### src/rtl/lsu_pkg.sv
// Shared encodings and decode helpers for the load/store unit memory master.
package lsu_pkg;

    localparam logic [2:0] F3_B  = 3'b000;
    localparam logic [2:0] F3_H  = 3'b001;
    localparam logic [2:0] F3_W  = 3'b010;
    localparam logic [2:0] F3_BU = 3'b100;
    localparam logic [2:0] F3_HU = 3'b101;

    typedef enum logic [1:0] {
        ST_IDLE,
        ST_RD_WAIT,
        ST_WR,
        ST_RESP
    } lsu_state_e;

    function automatic logic is_misaligned(input logic [2:0] funct3, input logic [1:0] addr_lo);
        case (funct3)
            F3_H, F3_HU: return addr_lo[0];
            F3_W:        return addr_lo != 2'b00;
            default:     return 1'b0;
        endcase
    endfunction

    // Unsigned variants only exist for loads.
    function automatic logic is_legal(input logic we, input logic [2:0] funct3);
        case (funct3)
            F3_B, F3_H, F3_W: return 1'b1;
            F3_BU, F3_HU:     return !we;
            default:          return 1'b0;
        endcase
    endfunction

endpackage

### src/rtl/lsu_byte_lane.sv
// Combinational lane logic: load extract/extend and byte/half store merge.
module lsu_byte_lane
    import lsu_pkg::*;
(
    input  logic [2:0]  funct3,
    input  logic [1:0]  addr_lo,
    input  logic [31:0] load_word,
    input  logic [31:0] old_word,
    input  logic [31:0] wdata,
    output logic [31:0] load_data,
    output logic [31:0] merged_word
);

    logic [7:0]  lane_b;
    logic [15:0] lane_h;

    always_comb begin
        lane_b    = load_word[{addr_lo, 3'b000} +: 8];
        lane_h    = load_word[{addr_lo[1], 4'b0000} +: 16];
        load_data = load_word;
        case (funct3)
            F3_B:    load_data = {{24{lane_b[7]}}, lane_b};
            F3_BU:   load_data = {24'b0, lane_b};
            F3_H:    load_data = {{16{lane_h[15]}}, lane_h};
            F3_HU:   load_data = {16'b0, lane_h};
            default: load_data = load_word;
        endcase

        merged_word = old_word;
        case (funct3)
            F3_B:    merged_word[{addr_lo, 3'b000} +: 8]    = wdata[7:0];
            F3_H:    merged_word[{addr_lo[1], 4'b0000} +: 16] = wdata[15:0];
            default: merged_word = wdata;
        endcase
    end

endmodule

### src/rtl/lsu_mem_master.sv
// Load/store initiator for a word-only memory; sub-word stores use read-modify-write.
module lsu_mem_master
    import lsu_pkg::*;
#(
    parameter int READ_LAT = 1
) (
    input  logic        clk,
    input  logic        rst,
    input  logic        req_valid,
    output logic        req_ready,
    input  logic        req_we,
    input  logic [2:0]  req_funct3,
    input  logic [31:0] req_addr,
    input  logic [31:0] req_wdata,
    output logic        resp_valid,
    output logic [31:0] resp_rdata,
    output logic        resp_err,
    output logic [31:0] mem_addr,
    output logic [31:0] mem_wdata,
    output logic        mem_we,
    input  logic [31:0] mem_rdata
);

    localparam logic [2:0] LAT = 3'(READ_LAT);

    lsu_state_e  state_q, state_d;
    logic [2:0]  cnt_q, cnt_d;
    logic [31:0] addr_q, addr_d;
    logic [2:0]  funct3_q, funct3_d;
    logic        we_q, we_d;
    logic [31:0] wdata_q, wdata_d;
    logic        err_q, err_d;
    logic [31:0] word_q, word_d;

    logic        accept;
    logic        rd_done;
    logic        req_err;
    logic [31:0] load_data;
    logic [31:0] merged_word;

    assign accept  = req_valid && (state_q == ST_IDLE);
    assign rd_done = (state_q == ST_RD_WAIT) && (cnt_q == LAT);
    assign req_err = !is_legal(req_we, req_funct3) || is_misaligned(req_funct3, req_addr[1:0]);

    lsu_byte_lane u_lane (
        .funct3      (funct3_q),
        .addr_lo     (addr_q[1:0]),
        .load_word   (word_q),
        .old_word    (mem_rdata),
        .wdata       (wdata_q),
        .load_data   (load_data),
        .merged_word (merged_word)
    );

    always_ff @(posedge clk or negedge rst) begin
        if (!rst) begin
            state_q  <= ST_IDLE;
            cnt_q    <= '0;
            addr_q   <= '0;
            funct3_q <= '0;
            we_q     <= 1'b0;
            wdata_q  <= '0;
            err_q    <= 1'b0;
            word_q   <= '0;
        end else begin
            state_q  <= state_d;
            cnt_q    <= cnt_d;
            addr_q   <= addr_d;
            funct3_q <= funct3_d;
            we_q     <= we_d;
            wdata_q  <= wdata_d;
            err_q    <= err_d;
            word_q   <= word_d;
        end
    end

    always_comb begin
        state_d = state_q;
        case (state_q)
            ST_IDLE: begin
                if (accept) begin
                    if (req_err)                         state_d = ST_RESP;
                    else if (req_we && req_funct3 == F3_W) state_d = ST_WR;
                    else                                 state_d = ST_RD_WAIT;
                end
            end
            ST_RD_WAIT: if (rd_done) state_d = we_q ? ST_WR : ST_RESP;
            ST_WR:      state_d = ST_RESP;
            ST_RESP:    state_d = ST_IDLE;
            default:    state_d = ST_IDLE;
        endcase
    end

    // word_q holds the SW data, the merged RMW word, or the raw loaded word.
    always_comb begin
        cnt_d    = cnt_q;
        addr_d   = addr_q;
        funct3_d = funct3_q;
        we_d     = we_q;
        wdata_d  = wdata_q;
        err_d    = err_q;
        word_d   = word_q;
        if (accept) begin
            cnt_d    = '0;
            addr_d   = req_addr;
            funct3_d = req_funct3;
            we_d     = req_we;
            wdata_d  = req_wdata;
            err_d    = req_err;
            word_d   = req_wdata;
        end else if (state_q == ST_RD_WAIT) begin
            cnt_d = cnt_q + 3'd1;
            if (rd_done) word_d = we_q ? merged_word : mem_rdata;
        end
    end

    always_comb begin
        req_ready  = (state_q == ST_IDLE);
        mem_we     = (state_q == ST_WR);
        resp_valid = (state_q == ST_RESP);
        resp_err   = (state_q == ST_RESP) && err_q;
        resp_rdata = ((state_q == ST_RESP) && !we_q && !err_q) ? load_data : 32'h0;
        mem_addr   = {addr_q[31:2], 2'b00};
        mem_wdata  = word_q;
    end

endmodule

### config.mk
export PLATFORM = sky130hd
export DESIGN_NAME = lsu_mem_master
export DESIGN_NICKNAME = d
export VERILOG_FILES = /design/src/rtl/lsu_pkg.sv /design/src/rtl/lsu_byte_lane.sv /design/src/rtl/lsu_mem_master.sv
export SDC_FILE = /design/constraint.sdc
export NUM_CORES = 1
export LEC_CHECK = 0
export BUFFER_PORTS_ARGS = -buffer_cell sky130_fd_sc_hd__buf_2
export CAP_MARGIN = 20
export CORE_ASPECT_RATIO = 1.1
export CORE_MARGIN = 8
export CORE_UTILIZATION = 45
export CTS_BUF_LIST = sky130_fd_sc_hd__clkbuf_16
export DETAILED_ROUTE_END_ITERATION = 7
export PLACE_DENSITY_LB_ADDON = 0.3
export SLEW_MARGIN = 20
export SYNTH_ARGS = -nofsm -noshare
export SYNTH_HDL_FRONTEND = slang
export SYNTH_HIERARCHICAL = 1
export SYNTH_SLANG_ARGS = --single-unit
export TNS_END_PERCENT = 5
### constraint.sdc
create_clock -name clk -period 2.85 [get_ports clk]
set_input_delay 0.57 -clock clk [delete_from_list [all_inputs] [get_ports clk]]
set_output_delay 0.57 -clock clk [all_outputs]
set_load 0.1 [all_outputs]
==> summary.md, run 1 <==
| Metric | Value |
|---|---|
| Iteration count of the initial detailed-routing pass | 5 |
| Placeable Area | 15700 um^2 |
| DPL Wire Length | 17600 um |
| Count of cell types in the netlist | 52 |
| # DRC | 0 |
| Die area | 20500 um^2 |
| WHS | 0.266 ns |
| Area grow syn2layout | 23.0% |
| Max frequency | 365 MHz |
| RD Place Congestion | 0.930 |
| Worst EP required | 2.28 ns |
| Main synth FF type | dfrtp_1 |
| Gate Count Post-Synth | 854 |
| Initial antenna violation count | 2 |
| Vias | 6735 |
| Total Routing Usage GR | 22.4% |
| CP Data Arrival Time | 2.17 ns |
| Syn avg cell area | 8.50 um^2 |
| Post-synthesis cell type with the largest combined area | dfrtp_1 |
| Detail Route Antenna Nets | 0 |
| Sink Count | 106 |
| Final wirelength | 23300 um |
| CP cell instances | buf_4 > mux2i_1 > o22a_1 > nand2_1 > a22o_1 > and2_2 > buf_12 |
| Setup crit end kind | primary output |
| Worst-case clock buffer depth | 2 |
| RSZ-0062 raised after global routing | yes |
| Clock Skews | 0.00875 ns |
| DIE WIDTH | 137 um |
| First-pass GRT wire length | 36200 um |
| Critical-path top delay cell | dfrtp_1 |
| Worst setup SP type | flip-flop |
| Area share of the largest cell type after synthesis | 36.5% |
| Port Buffer Count | 200 |
| # rows | 48 |
| DR WL/cell | 19.4 um |
| Largest stage delay on the critical path | 0.42 ns |
| Ys async rst share | 100% |
| Htree depth | 3 |
| CTS resizes | 0 |
| CP Buf/Inv Count | 2 |
| DR iter-0 viols | 524 |
| Critical path fanouts, max | 10 |
| NumNets Final | 1111 |
| Max_slew headroom | 51.7% |
| Yosys warning count | 6 |
| Num CTS Buffers | 9 |
| Top cells by area, synth | dfrtp_1 37%, nand2_1 12%, mux2i_1 6.5% |
| Synth Register Bits | 106 |
| Initial Util | 46.1% |
| CTS tree | yes |
| Worst-path clk slew | 0.08 ns |
| Minimum clock period after layout | 2.74 ns |
| Vias in the first global route | 6558 |
| Post-synth EDFFs | 0 |
| I/O pins | 203 |
| Pins over their slew limit | 0 |
| Top delay family on crit path | compound AO/OA/AOI/OAI gates |
| CTS Root Cell | clkbuf_16 |
| Largest net degree at the start of global routing | 52 |
| Tightest Hold Check Type | primary input to asynchronous set/reset pin |
| Critical path class | flip-flop to primary output |
| # setup viols final | 0 |
| Layout cells sized above 1 | 30.4% |
| Setup Total Neg Slack | 0 ns |
| Worst slew pin tran | 0.725 ns |
| Hold Buf Count CTS | 0 |
| Max_cap viols | 0 |
| GR Overflow Total | 0 |
| Period utilisation layout | 96.3% |
| Die H | 149 um |
| Status | completed |
| Setup Buffers After CTS | 0 |
| Post-synthesis cell area | 7260 um^2 |
| Seq/Total Area, Yosys | 36.5% |
| Vias/cell | 5.58 |
| Hold Vio Cnt, Final | 0 |
| Skew-Pair Late Insertion Delay | 0.35 ns |
kinds of logic (layout without fill, tap and decap cells):
family,count (synthesis),count (layout),share of synthesized area [%]
AOI/OAI and AO/OA,163,163,15.6
xor gates and xnor gates,2,2,0.241
adders and majority gates,11,11,1.90
buffers and inverters,111,258,8.91
DFF,106,106,36.5
muxes,82,82,13.5
other,1,6,0.0517
and+or+nand+nor,378,378,23.3
stage by stage:
step | cells | worst slack (ns) | area [um^2] | utilization (%)
floorplan | 855 | -0.124 | 7270 | -
global route | 1203 | -0.00102 | 8920 | 56.7
global placement | 1186 | 0.403 | 8640 | 54.9
finish | 1206 | 0.107 | 8930 | 56.8
detailed placement | 1186 | 0.339 | 8640 | 54.9
CTS | 1202 | 0.0506 | 8910 | 56.6
cell usage after synthesis (4+ instances only):
master / n
a211oi_1: 10
a21oi_1: 23
a221o_1: 10
a221oi_1: 8
a22o_1: 15
a22oi_1: 11
a31o_2: 7
and2_1: 35
buf_1: 4
buf_2: 16
buf_4: 36
buf_6: 10
clkbuf_1: 27
dfrtp_1: 106
ha_1: 11
inv_1: 14
mux2_2: 5
mux2_4: 30
mux2i_1: 47
nand2_1: 235
nand2b_1: 5
nand3_1: 42
nor2_1: 27
nor2b_1: 5
nor3_1: 9
o21ai_0: 49
o22ai_1: 16
or3_1: 8
state kept, by name, indices dropped and copies added, names as in the netlist:
signal	count
state_q	2
wdata_q	32
cnt_q	3
addr_q	32
we_q	1
mem_wdata	32
funct3_q	3
err_q	1
cell usage in the layout, fill, tap and decap left out, drive strengths merged, types with 10 or more instances in the layout:
cell and instances:
nand2 235, buf 224, dfrtp 106, o21ai 50
mux2i 47, nand3 42, and2 35, mux2 35
nor2 28, a21oi 23, inv 18, o22ai 16
a22o 15, a22oi 11, ha 11, a221o 10
a211oi 10
worst paths after layout:
check                             start        endpoint  slack (ns)  cells after the start
max reg2reg                   addr_q[1]   mem_wdata[28]        0.24                      8
min in group clk           req_addr[27]      addr_q[27]        0.41                      3
max                           addr_q[0]  resp_rdata[11]        0.11                      7
max in group asynchronous           rst            we_q        1.91                      2
min reg2reg                   addr_q[9]       addr_q[9]        0.47                      2
min                                 rst   mem_wdata[25]        0.27                      1
layer usage:
layer	global-route usage, %	vias to the layer above	wire length, um
met1	29.0	3183	9810
met4	8.65	2	648
met5	0	-	13
met3	5.80	40	2080
met2	35.1	316	10800
li1	-	3194	-
cell type report:
type	instances	area, um^2
antenna	4	10.0
clock buffer	9	225
clock inverter	7	46.3
fill	1473	6800
inverter	18	67.6
multi-input combinational	638	3990
sequential	106	2660
tap	200	250
timing repair buffer	224	1690
worst register-to-register path: cells and delay by family, from the launching register on:
| kind | cells | cell delay, ns |
|---|---|---|
| compound gates | 3 | 0.70 |
| simple gates | 1 | 0.60 |
| flops | 1 | 0.43 |
| fa+ha+maj | 1 | 0.33 |
| mux | 2 | 0.27 |
| buf+inv | 1 | 0.20 |
Power of run 1 is left out: the tool's default activity adds up to more than one toggle a clock period on the data nets, which glitch-free logic cannot reach.
==> run 2: changes to the inputs <==
==> constraint.sdc (replaced) <==
create_clock -name clk -period 2.85 [get_ports clk]
set_input_delay 0.57 -clock clk [delete_from_list [all_inputs] [get_ports clk]]
set_output_delay 0.57 -clock clk [all_outputs]
set_load 0.05 [all_outputs]
==> summary.md, run 2 (synthesis gave the netlist of run 1 again) <==
| Metric | Value |
|---|---|
| Status | completed |
| I/O pins | 203 (unchanged) |
| # rows | 48 (unchanged) |
| Worst setup endpoint | resp_rdata[11] |
| CP cell instances | buf_12 > or2_2 > o22a_1 > nand2_2 > a22o_1 > and2_1 > buf_2 |
| Placeable Area | 15700 um^2 (unchanged) |
| Max frequency | 366 MHz (+0.42%) |
| Total Routing Usage GR | 22.0% (-0.44 points) |
| Crit. Startpoint | addr_q[1] |
| Vias | 6718 (-0.25%) |
| DPL Wire Length | 17300 um (-1.3%) |
| CP Data Arrival Time | 2.16 ns (about the same) |
| Initial Util | 46.1% (unchanged) |
| Total power draw | 12.1 mW |
| Setup crit end kind | primary output |
| Iteration count of the initial detailed-routing pass | 5 (unchanged) |
| Number of filler cells placed in the layout | 1499 (+1.8%) |
| Worst-path clk slew | 0.07 ns (about the same) |
| Sw power | 6.48 mW |
| Area grow syn2layout | 16.6% |
| Initial antenna violation count | 5 (+3) |
| DR WL/cell | 19.1 um (-1.2%) |
| Hold Vio Cnt, Final | 0 (unchanged) |
| Critical path fanouts, max | 39 (+29) |
| CTS Root Cell | clkbuf_16 |
| Worst EP required | 2.28 ns (about the same) |
| Peak supply drop | 663 uV |
| # setup viols final | 0 (unchanged) |
| Pins over their slew limit | 0 (unchanged) |
| Leading cell type in the layout, fill and taps excluded | nand2_1 |
| Commonest non-fill, non-tap cells in the layout | 233 x nand2_1, 199 x buf_2, 105 x dfrtp_1 |
| Period utilisation layout | 95.8% (-0.41 points) |
| Switching Share | 53.6% |
| # DRC | 0 (unchanged) |
| Clk pwr share | 10.2% |
| Worst setup SP type | flip-flop |
| Layout cells sized above 1 | 29.7% (-0.70 points) |
| RD Place Congestion | 0.896 (-3.6%) |
| Pwr per Cell Area | 1430 nW/um^2 |
| Hold Buf Count CTS | 0 (unchanged) |
| Die H | 149 um (unchanged) |
| Worst-case clock buffer depth | 2 (unchanged) |
| Num CTS Buffers | 9 (unchanged) |
| Setup Total Neg Slack | 0 ns (unchanged) |
| Skew-Pair Late Insertion Delay | 0.35 ns (about the same) |
| Worst r2r dst | mem_wdata[14] |
| Tightest Hold Check Type | primary input to asynchronous set/reset pin |
| Combinational power share | 64.3% |
| Worst slew pin tran | 0.634 ns (-0.0905 ns) |
| Vias in the first global route | 6400 (-2.4%) |
| Pleak | 4.42 nW |
| DIE WIDTH | 137 um (unchanged) |
| NumNets Final | 1111 (unchanged) |
| Largest stage delay on the critical path | 0.42 ns (about the same) |
| Sequential Power Share | 25.5% |
| Largest net degree at the start of global routing | 45 (-13%) |
| Minimum clock period after layout | 2.73 ns (-0.0116 ns) |
| Htree depth | 3 (unchanged) |
| Port Buffer Count | 200 (unchanged) |
| Worst r2r path cells | 10 (+2) |
| Max_cap viols | 0 (unchanged) |
| DR iter-0 viols | 443 (-15%) |
| Sink Count | 106 (unchanged) |
| GR Overflow Total | 0 (unchanged) |
| CTS tree | yes |
| Detail Route Antenna Nets | 0 (unchanged) |
| Vias/cell | 5.58 (about the same) |
| Max_slew headroom | 57.6% (+5.9 points) |
| Internal | 5.61 mW |
| R2r setup slk | 0.27 ns (+0.03 ns) |
| First-pass GRT wire length | 35100 um (-2.9%) |
| Critical-path top delay cell | dfrtp_1 |
| RSZ-0062 raised after global routing | no |
| Reg2reg start | addr_q[1] |
| Clock Skews | 0.00625 ns (-0.00250 ns) |
| Die area | 20500 um^2 (unchanged) |
| Final wirelength | 23000 um (-1.5%) |
| Critical path class | flip-flop to primary output |
[run 2: changes by cell type in the layout (fill, tap and decap cells not counted), sizes merged]
cell      delta
clkinvlp     -3
diode        -3
clkinv       +2
bufinv       +1
[run 2: repair_timing]
| action | CTS | global route |
|---|---|---|
| buffers inserted | 0 | 0 |
| resized for setup | 0 | 3 |
| endpoints found under the setup margin | 0 | 29 |
[run 2: how the worst min path moves through the flow]
stage	start	slack (ns)	end	cells after the start
final	rst	0.21	mem_wdata[25]	1
after global routing	rst	0.25	mem_wdata[25]	1
after CTS	rst	0.22	mem_wdata[25]	1
after detailed placement	addr_q[26]	0.46	addr_q[26]	2
after global placement	addr_q[6]	0.45	addr_q[6]	2
after floorplan	rst	0.27	addr_q[0]	0
[run 2: power groups by stage]
stage	Combinational (mW)	Clock [mW]	Sequential (mW)
floorplan	5.70	0	3.54
global placement	7.61	0	3.07
detailed placement	7.72	0	3.07
CTS	7.73	1.27	3.07
global route	8.37	1.33	3.17
finish	7.77	1.24	3.08
[run 2: per-stage QoR]
| stage | cells | setup WS [ns] | util [%] | hold WS, ns | area (um^2) |
|---|---|---|---|---|---|
| after detailed placement | 1186 | 0.342 | 51.9 | 0.456 | 8170 |
| after global routing | 1203 | 0.00590 | 53.8 | 0.254 | 8470 |
| after global placement | 1186 | 0.368 | 51.9 | 0.452 | 8170 |
| after floorplan | 855 | 0.373 | - | 0.274 | 7260 |
| final | 1203 | 0.118 | 53.8 | 0.209 | 8470 |
| after CTS | 1202 | 0.0648 | 53.7 | 0.225 | 8450 |
[run 2: critical path, delay by kind of cell (launching register included)]
| family | cells | cell delay [ns] |
|---|---|---|
| buf+inv | 2 | 0.46 |
| flops | 1 | 0.42 |
| simple gates | 3 | 0.57 |
| compound gates | 2 | 0.35 |
[run 2: layout make-up]
type	instances	area, um^2	share of cell area, %
well taps	200	250	2.96
inverters	18	67.6	0.798
clock buffers	9	225	2.66
flip-flops and latches	106	2650	31.3
multi-input cells	638	3990	47.1
repair buffers	224	1220	14.4
clock inverters	7	60.1	0.709
diodes	1	2.50	0.0296
[run 2: per-layer routing]
layer | wire length [um] | share of wire (%) | global-route usage, %
met1 | 9610 | 42 | 28.4
met2 | 10000 | 43 | 32.6
met3 | 2340 | 10 | 6.33
met4 | 1010 | 4.4 | 11.6
met5 | 45 | 0.20 | 0
(Power assumes the default switching activity.)
==> run 3: changes to the inputs <==
--- a/config.mk
+++ b/config.mk
@@ -7,9 +7,11 @@
 export LEC_CHECK = 0
 export BUFFER_PORTS_ARGS = -buffer_cell sky130_fd_sc_hd__buf_2
 export CAP_MARGIN = 20
+export CELL_PAD_IN_SITES_DETAIL_PLACEMENT = 0
+export CELL_PAD_IN_SITES_GLOBAL_PLACEMENT = 2
 export CORE_ASPECT_RATIO = 1.1
 export CORE_MARGIN = 8
-export CORE_UTILIZATION = 45
+export CORE_UTILIZATION = 31
 export CTS_BUF_LIST = sky130_fd_sc_hd__clkbuf_16
 export DETAILED_ROUTE_END_ITERATION = 7
 export PLACE_DENSITY_LB_ADDON = 0.3
==> summary.md, run 3 (synthesis gave the netlist of run 1 again) <==
| Metric | Value |
|---|---|
| Status | completed |
| Dpl cell area | 8310 um^2 (+1.8%) |
| CP cell instances | buf_4 > or2_2 > o22a_1 > nand2_2 > a22o_1 > and2_1 > buf_2 |
| GR Layer Usage met2 | 28.6% (-4.0 points) |
| Placeable Area | 22900 um^2 (+46%) |
| Vias/cell | 5.03 (-9.9%) |
| Final setup margin | 0.134 ns (+0.0158 ns) |
| Leading cell type in the layout, fill and taps excluded | nand2_1 |
| Setup Total Neg Slack | 0 ns (unchanged) |
| CP Data Arrival Time | 2.15 ns (about the same) |
| I/O pins | 203 (unchanged) |
| # rows | 58 (+21%) |
| Pre-CTS WS | 0.417 ns (+0.0754 ns) |
| # setup viols final | 0 (unchanged) |
| Commonest non-fill, non-tap cells in the layout | 233 x nand2_1, 199 x buf_2, 103 x dfrtp_1 |
| Critical path class | flip-flop to primary output |
| Area grow syn2layout | 18.7% |
| Pwr per Cell Area | 1420 nW/um^2 (-0.46%) |
| Die area | 28600 um^2 (+40%) |
| Worst setup SP type | flip-flop |
| DR iter-0 viols | 436 (-1.6%) |
| Max frequency | 368 MHz (+0.58%) |
| Setup Buffers After CTS | 0 (unchanged) |
| CTS Root Cell | clkbuf_16 |
| Layout cells sized above 1 | 31.0% (+1.2 points) |
| Hold Buf Count CTS | 0 (unchanged) |
| GR Overflow Total | 0 (unchanged) |
| Iteration count of the initial detailed-routing pass | 6 (+1) |
| WHS | 0.130 ns (-0.0796 ns) |
| Pleak | 4.43 nW (+0.10%) |
| R2r setup slk | 0.39 ns (+0.12 ns) |
| Crit. Startpoint | addr_q[1] |
| Worst setup endpoint | resp_rdata[11] |
| Max_slew headroom | 56.5% (-1.0 points) |
| # DRC | 0 (unchanged) |
| Reg2reg start | addr_q[1] |
| Max_cap viols | 0 (unchanged) |
| Vias | 6587 (-1.9%) |
| Initial Util | 31.7% (-14 points) |
| Largest stage delay on the critical path | 0.41 ns (about the same) |
| Total power draw | 12.3 mW (+1.3%) |
| Multi-input gate area | 3990 um^2 (about the same) |
| Worst EP required | 2.28 ns (about the same) |
| Initial antenna violation count | 5 (unchanged) |
| Largest net degree at the start of global routing | 49 (+8.9%) |
| Met3 GRT Util | 5.03% (-1.3 points) |
| Peak supply drop | 557 uV (-16%) |
| Hold Vio Cnt, Final | 0 (unchanged) |
| Worst-path clk slew | 0.08 ns (about the same) |
| Critical path fanouts, max | 12 (-69%) |
| Final core utilization | 37.6% (-16 points) |
| Non-Filler Instances | 1309 (+8.8%) |
| Busiest grt layer | met2 |
| Clock Skews | 0.00753 ns (+0.00127 ns) |
| Final wirelength | 26400 um (+15%) |
| CTS tree | yes |
| Cell area after layout | 8620 um^2 (+1.8%) |
| Seq. cell area | 2660 um^2 (about the same) |
| DIE WIDTH | 162 um (+18%) |
| Worst-case clock buffer depth | 2 (unchanged) |
| CTS resizes | 0 (unchanged) |
| Vias in the first global route | 6549 (+2.3%) |
| DPL Wire Length | 19600 um (+13%) |
| Tightest Hold Check Type | primary input to asynchronous set/reset pin |
| Number of filler cells placed in the layout | 2424 (+62%) |
| Worst slew pin tran | 0.652 ns (+0.0177 ns) |
| Htree depth | 3 (unchanged) |
| DR WL/cell | 20.2 um (+5.4%) |
| Minimum clock period after layout | 2.72 ns (-0.0158 ns) |
| RD Place Congestion | 0.805 (-10%) |
| Period utilisation layout | 95.3% (-0.56 points) |
| RSZ-0062 raised after global routing | no |
| Num CTS Buffers | 9 (unchanged) |
| Met1 GRT Util | 23.1% (-5.2 points) |
| Worst r2r path cells | 9 (-1) |
| Die H | 176 um (+18%) |
| Total Routing Usage GR | 18.1% (-3.9 points) |
| Post-Place Cells | 1292 (+8.9%) |
| Detail Route Antenna Nets | 0 (unchanged) |
| Worst r2r dst | mem_wdata[24] |
| Pins over their slew limit | 0 (unchanged) |
| Setup crit end kind | primary output |
| Port Buffer Count | 200 (unchanged) |
| Skew-Pair Late Insertion Delay | 0.36 ns (about the same) |
| Critical-path top delay cell | dfrtp_2 |
| NumNets Final | 1117 (+0.54%) |
| First-pass GRT wire length | 40200 um (+14%) |
| Sink Count | 106 (unchanged) |
[run 3: cell types whose count changed in the layout (fill, tap and decap cells not counted), sizes merged]
cell and delta:
buf +6, bufinv -1, clkinv -3, clkinvlp +2, inv +2
[run 3: worst min-delay path by stage]
stage | start | endpoint | slack, ns | depth (start not counted)
2_1_floorplan | rst | addr_q[0] | 0.27 | 0
6_report | rst | mem_wdata[4] | 0.13 | 1
3_5_place_dp | addr_q[28] | addr_q[28] | 0.46 | 2
4_1_cts | rst | mem_wdata[4] | 0.13 | 1
3_3_place_gp | addr_q[16] | addr_q[16] | 0.45 | 2
5_1_grt | rst | mem_wdata[5] | 0.15 | 1
[run 3: cell type report]
cell class	instances	share of cell area, %
multi-input cells	638	46.3
flip-flops and latches	106	30.8
repair buffers	230	14.4
well taps	300	4.36
clock buffers	9	2.61
inverters	18	0.784
clock inverters	7	0.711
diodes	1	0.0290
[run 3: routing by layer]
metal	part of all wire, %	wire, um
met1	44	11600
met2	46	12000
met3	7.7	2040
met4	2.7	712
met5	0.17	46
[run 3: power by group]
part | internal (mW) | switching [mW]
sequential | 2.23 | 0.869
combinational | 2.72 | 5.16
clock | 0.613 | 0.664
total | 5.56 | 6.69
[run 3: critical path, delay by kind of cell, from the launching register on]
kind | cells | cell delay (ns)
AND/OR/NAND/NOR | 3 | 0.58
buffers and inverters | 2 | 0.45
flip-flops | 1 | 0.41
AO/OA/AOI/OAI | 2 | 0.35
